--- config.mk ---
export PLATFORM = sky130hd
export DESIGN_NAME = param_fetch
export DESIGN_NICKNAME = d
export VERILOG_FILES = /design/src/rtl/param_fetch_pkg.sv /design/src/rtl/param_sext.sv /design/src/rtl/param_fetch.sv
export VERILOG_INCLUDE_DIRS = /design/src /design/src/rtl
export SDC_FILE = /design/constraint.sdc
export NUM_CORES = 1
export LEC_CHECK = 0
export BUFFER_PORTS_ARGS = -buffer_cell sky130_fd_sc_hd__clkbuf_2
export CORE_MARGIN = 3
export CORE_UTILIZATION = 48
export CTS_CLUSTER_SIZE = 25
export DETAILED_ROUTE_END_ITERATION = 6
export PLACE_DENSITY_LB_ADDON = 0.3
export SLEW_MARGIN = 20
export SYNTH_ARGS = -nofsm -noshare
export SYNTH_HDL_FRONTEND = slang
export SYNTH_SLANG_ARGS = --single-unit
--- constraint.sdc ---
create_clock -name clk -period 2.77 [get_ports clk]
set_input_delay 0.277 -clock clk [delete_from_list [all_inputs] [get_ports clk]]
set_output_delay 0.277 -clock clk [all_outputs]
set_load 0.005 [all_outputs]
--- src/rtl/me_consts.vh ---
// rtl/me_consts.vh - shared decoder constants: operand length width, max operand bytes, fetch FSM encodings
`ifndef ME_CONSTS_VH
`define ME_CONSTS_VH

// Width of the decoded operand byte count (must hold counts above the legal maximum).
`define PARAM_LEN 3

// Largest legal operand byte count.
`define MAX_PARAM_BYTES 4

// Operand fetch FSM state encodings.
`define PF_IDLE  2'd0
`define PF_FETCH 2'd1
`define PF_FLUSH 2'd2

`endif

--- src/rtl/param_fetch_pkg.sv ---
// rtl/param_fetch_pkg.sv - types and constants shared by the operand fetch stage
//
// Purpose: state enum for the fetch FSM and the widths used by param_fetch and
// param_sext. Encodings come from me_consts.vh so other decoder blocks agree.
`include "me_consts.vh"

package param_fetch_pkg;

  typedef enum logic [1:0] {
    ST_IDLE  = `PF_IDLE,
    ST_FETCH = `PF_FETCH,
    ST_FLUSH = `PF_FLUSH
  } pf_state_e;

  localparam int PF_COUNT_W   = `PARAM_LEN;
  localparam int PF_MAX_BYTES = `MAX_PARAM_BYTES;
  localparam int PF_WORD_W    = 32;

  // Append one big-endian byte to the low end of the assembled word.
  function automatic logic [PF_WORD_W-1:0] shift_in_byte(
    input logic [PF_WORD_W-1:0] word,
    input logic [7:0]           b
  );
    return {word[PF_WORD_W-9:0], b};
  endfunction

endpackage

--- src/rtl/param_sext.sv ---
// rtl/param_sext.sv - combinational sign extension of a 32-bit word by byte count
//
// Purpose: sign-extends word_i from bit 8*nbytes_i-1. A count of 0 (or any
// count outside 1..4) yields 0. Shared with the branch-offset logic.
// Ports:
//   word_i    in  32       zero-extended operand word
//   nbytes_i  in  COUNT_W  number of significant bytes
//   sext_o    out 32       sign-extended word
module param_sext
  import param_fetch_pkg::*;
#(
  parameter int COUNT_W = PF_COUNT_W
) (
  input  logic [PF_WORD_W-1:0] word_i,
  input  logic [COUNT_W-1:0]   nbytes_i,
  output logic [PF_WORD_W-1:0] sext_o
);

  always_comb begin
    sext_o = '0;
    case (nbytes_i)
      COUNT_W'(1): sext_o = {{24{word_i[7]}},  word_i[7:0]};
      COUNT_W'(2): sext_o = {{16{word_i[15]}}, word_i[15:0]};
      COUNT_W'(3): sext_o = {{8{word_i[23]}},  word_i[23:0]};
      COUNT_W'(4): sext_o = word_i;
      default:     sext_o = '0;
    endcase
  end

endmodule

--- src/rtl/param_fetch.sv ---
// rtl/param_fetch.sv - operand fetch stage: sequential IRAM reads assembled into a parameter word
//
// Purpose: on an accepted opcode, issue `count` sequential reads starting just
// after the opcode, assemble the returned bytes big-endian, and report the raw
// word, its sign extension and the next-instruction address.
// Ports:
//   clk, reset          clock, async active-high reset
//   start               opcode accepted (count/opcode_addr valid)
//   count, opcode_addr  operand byte count and opcode IRAM address
//   iram_rd, iram_addr  IRAM read strobe/address (registered)
//   iram_data           IRAM read data, 1-cycle latency
//   busy, done, err     status; done/err are one-cycle pulses
//   param, sext         assembled word and its sign extension
//   param_len, next_pc  latched count and address following the operands
`include "me_consts.vh"

module param_fetch
  import param_fetch_pkg::*;
#(
  parameter int COUNT_W   = `PARAM_LEN,
  parameter int ADDR_W    = 16,
  parameter int MAX_BYTES = `MAX_PARAM_BYTES
) (
  input  logic                 clk,
  input  logic                 reset,
  input  logic                 start,
  input  logic [COUNT_W-1:0]   count,
  input  logic [ADDR_W-1:0]    opcode_addr,
  output logic                 iram_rd,
  output logic [ADDR_W-1:0]    iram_addr,
  input  logic [7:0]           iram_data,
  output logic                 busy,
  output logic                 done,
  output logic [PF_WORD_W-1:0] param,
  output logic [PF_WORD_W-1:0] sext,
  output logic [COUNT_W-1:0]   param_len,
  output logic [ADDR_W-1:0]    next_pc,
  output logic                 err
);

  localparam logic [COUNT_W-1:0] MAX_CNT = COUNT_W'(MAX_BYTES);

  pf_state_e              state_q, state_d;
  logic [ADDR_W-1:0]      ptr_q, ptr_d;
  logic [COUNT_W-1:0]     remain_q, remain_d;
  logic                   first_q, first_d;
  logic [PF_WORD_W-1:0]   param_q, param_d;
  logic [COUNT_W-1:0]     len_q, len_d;
  logic [ADDR_W-1:0]      npc_q, npc_d;
  logic                   done_q, done_d;
  logic                   err_q, err_d;

  always_ff @(posedge clk or posedge reset) begin
    if (reset) begin
      state_q  <= ST_IDLE;
      ptr_q    <= '0;
      remain_q <= '0;
      first_q  <= 1'b0;
      param_q  <= '0;
      len_q    <= '0;
      npc_q    <= '0;
      done_q   <= 1'b0;
      err_q    <= 1'b0;
    end else begin
      state_q  <= state_d;
      ptr_q    <= ptr_d;
      remain_q <= remain_d;
      first_q  <= first_d;
      param_q  <= param_d;
      len_q    <= len_d;
      npc_q    <= npc_d;
      done_q   <= done_d;
      err_q    <= err_d;
    end
  end

  always_comb begin
    state_d  = state_q;
    ptr_d    = ptr_q;
    remain_d = remain_q;
    first_d  = first_q;
    param_d  = param_q;
    len_d    = len_q;
    npc_d    = npc_q;
    done_d   = 1'b0;
    err_d    = 1'b0;

    case (state_q)
      ST_IDLE: begin
        if (start) begin
          if (count == '0) begin
            // No operands: complete immediately without touching IRAM.
            done_d  = 1'b1;
            param_d = '0;
            len_d   = '0;
            npc_d   = opcode_addr + ADDR_W'(1);
          end else if (count > MAX_CNT) begin
            // Illegal count: flag it and leave every result untouched.
            err_d = 1'b1;
          end else begin
            len_d    = count;
            param_d  = '0;
            ptr_d    = opcode_addr + ADDR_W'(1);
            remain_d = count;
            first_d  = 1'b1;
            state_d  = ST_FETCH;
          end
        end
      end

      ST_FETCH: begin
        ptr_d    = ptr_q + ADDR_W'(1);
        remain_d = remain_q - COUNT_W'(1);
        first_d  = 1'b0;
        // RAM latency is one cycle, so the first FETCH cycle has no data yet.
        if (!first_q) begin
          param_d = shift_in_byte(param_q, iram_data);
        end
        if (remain_q == COUNT_W'(1)) begin
          state_d = ST_FLUSH;
        end
      end

      ST_FLUSH: begin
        param_d = shift_in_byte(param_q, iram_data);
        // The pointer has advanced past the last operand byte: that is next_pc.
        npc_d   = ptr_q;
        done_d  = 1'b1;
        state_d = ST_IDLE;
      end

      default: state_d = ST_IDLE;
    endcase
  end

  param_sext #(
    .COUNT_W (COUNT_W)
  ) u_sext (
    .word_i   (param_q),
    .nbytes_i (len_q),
    .sext_o   (sext)
  );

  assign iram_rd   = (state_q == ST_FETCH);
  assign iram_addr = ptr_q;
  assign busy      = (state_q != ST_IDLE);
  assign done      = done_q;
  assign err       = err_q;
  assign param     = param_q;
  assign param_len = len_q;
  assign next_pc   = npc_q;

endmodule
==> flow_metrics.env <==
export IMPL_status="complete, no violations"
export IMPL_min_period_over_period_pct=87.9
export IMPL_numClockSinks=75
export IMPL_setup_slack_ns=0.335
export IMPL_ys_seq_area_share_pct=44.3
export IMPL_power_leakage_nw=2.71
export IMPL_tns_ns=0
export IMPL_pre_cts_ws_ns=0.453
export IMPL_yosysUniqueCellTypes=48
export IMPL_cts_buffers=9
export IMPL_dieWidth_um=99.9
export IMPL_start_util_pct=50.5
export IMPL_grt_pass1_vias=3895
export IMPL_tightestPinTransition_ns=1.01
export IMPL_routed_wl_um=11700
export IMPL_syn_area_per_cell_um2=8.75
export IMPL_cts_tree="built"
export IMPL_startpoint_type="flip-flop"
export IMPL_finalSetupViolCount=0
export IMPL_max_freq_mhz=411
export IMPL_via_per_inst=5.62
export IMPL_async_flop_share_pct=100
export IMPL_cts_root_buf="clkbuf_8"
export IMPL_wl_per_cell_um=16.3
export IMPL_diodes=0
export IMPL_fill_cells=740
export IMPL_rrSetupSlack_ns=0.44
export IMPL_yosysWarnings=0
export IMPL_drive_gt1_share_pct=29.0
export IMPL_ios=133
export IMPL_clock_skew_ns=0.00829
export IMPL_synth_edf_count=0
export IMPL_relSlewSlack_pct=32.6
export IMPL_area_delta_synth_final_pct=22.9
export IMPL_rsz0062_at_grt="no"
export IMPL_synth_nets=521
export IMPL_dieArea_um2=9980
export IMPL_dp_hpwl_um=8670
export IMPL_cap_violations=0
export IMPL_synth_seq_cells=75
export IMPL_cts_reportedPaths_clkPinSlew_ns=0.08
export IMPL_cts_resized=0
export IMPL_critPathMaxFanout=12
export IMPL_arrival_ns=2.16
export IMPL_io_buffers=132
export IMPL_overflow=0
export IMPL_clock_latency_ns=0.34
export IMPL_grt_pass1_wl_um=19400
export IMPL_synthFlopType="dfrtp_1"
export IMPL_grt_max_degree=65
export IMPL_ant_nets=0
export IMPL_slew_violations=0
export IMPL_hp_class="input pin to flip-flop"
export IMPL_nNetsFinal=647
export IMPL_required_ns=2.49
export IMPL_antenna_found_initial=0
export IMPL_p_per_area_nw_per_um2=1060
export IMPL_drc=0
export IMPL_core_um2=8380
export IMPL_mappedNetlistArea_um2=4230
export IMPL_cts_setup_buffers=0
export IMPL_cts_hold_buf=1
export IMPL_dr_pass1_iters=5
export IMPL_timing_final_hold_violations=0
export IMPL_grt_usage_pct=24.3
export IMPL_clock_path_buffers=2
export IMPL_cts_htree_levels=3
export IMPL_initialDrtViolationCount=224
export IMPL_die_h_um=99.9
export IMPL_vias=4043
export IMPL_synth_cells=484
export IMPL_gp_congestion=0.906
export IMPL_crit_type="flip-flop to output port"
export IMPL_ir_drop_v=0.000605
export IMPL_critPathCaptureType="output port"
export IMPL_rows=33
export IMPL_finalCriticalPeriod_ns=2.44
## kinds of logic after synthesis
family / count (synthesis) / synth area share, %
AO/OA/AOI/OAI: 141 / 20.4
XOR/XNOR: 21 / 4.35
adder cells (fa/ha/maj): 7 / 2.07
buffers and inverters: 45 / 4.52
flip-flops: 75 / 44.3
multiplexers: 18 / 4.32
AND/OR/NAND/NOR: 177 / 20.0
## critical path, stage by stage, from the launching register on
cell,delay (ns)
dfrtp_1,0.58
nand2_1,0.12
o21ai_0,0.18
and2_1,0.36
a41o_1,0.33
a21o_1,0.13
clkbuf_2,0.11
## registers in the layout, indices dropped and copies added (netlist names)
| name | cells |
|---|---|
| param | 32 |
| iram_addr | 16 |
| next_pc | 16 |
| param_len | 3 |
| remain_q | 3 |
| state_q | 2 |
| done | 1 |
| err | 1 |
| first_q | 1 |
## power breakdown
part	switching [mW]	internal, mW	total, mW
Clock	0.400	0.524	0.924
Sequential	0.507	1.51	2.02
Combinational	1.53	1.04	2.58
## final timing paths
check                             startpoint     endpoint  cells past startpoint
worst min-delay path            iram_data[3]     param[3]                      3
worst min register to register   next_pc[10]  next_pc[10]                      2
worst max-delay path            param_len[1]     sext[24]                      6
min in group asynchronous              reset    param[26]                      3
max in group asynchronous              reset  remain_q[1]                      4
worst max register to register    state_q[0]    param[30]                      6
## layer usage
| metal | vias up | GRT usage [%] | wire length, µm |
|---|---|---|---|
| li1 | 1945 | - | - |
| met1 | 1931 | 34.6 | 5290 |
| met2 | 150 | 37.7 | 5560 |
| met3 | 17 | 4.38 | 726 |
| met4 | 0 | 7.77 | 152 |
| met5 | - | 0 | 0 |
## metrics by stage
step / total power, mW / cells / area (µm²) / utilization (%) / hold WS, ns
5_1_grt: 5.98 / 719 / 5200 / 62.1 / 0.138
4_1_cts: 5.53 / 719 / 5200 / 62.1 / 0.124
3_5_place_dp: 4.60 / 703 / 4980 / 59.4 / 0.266
2_1_floorplan: 3.58 / 484 / 4230 / - / 0.404
3_3_place_gp: 4.49 / 703 / 4980 / 59.4 / 0.269
6_report: 5.52 / 719 / 5200 / 62.1 / 0.137
## cell usage after synthesis (9+ instances only)
library cell	instances	area, µm²
nor2_1	24	90.1
o21ai_1	31	155
nand3_1	18	90.1
buf_2	12	60.1
dfrtp_1	75	1880
o21ai_0	25	125
mux2i_1	16	160
nand2_1	98	368
a21oi_1	30	150
and2_1	9	56.3
inv_1	16	60.1
xor2_1	14	123
clkbuf_1	14	52.6
a21o_1	18	135
o22ai_1	17	106
## cell type report
type	instances	area, µm²	area share, %
multi-input combinational	364	2170	41.7
sequential	75	1880	36.1
timing repair buffer	143	746	14.3
clock buffer	10	138	2.65
tap	105	131	2.53
clock inverter	5	77.6	1.49
inverter	17	63.8	1.23
## cell usage in the layout (no fill, tap or decap), types with 10 or more instances in the layout
cell type	n
nand2_1	98
xor2_1	14
a21oi_1	29
nor2_1	24
o21ai_0	25
mux2i_1	16
clkbuf_8	10
nand3_1	18
dfrtp_1	75
a21o_1	18
buf_4	10
inv_1	15
o21ai_1	31
clkbuf_2	132
o22ai_1	17
Power figures use the tool's default switching activity.
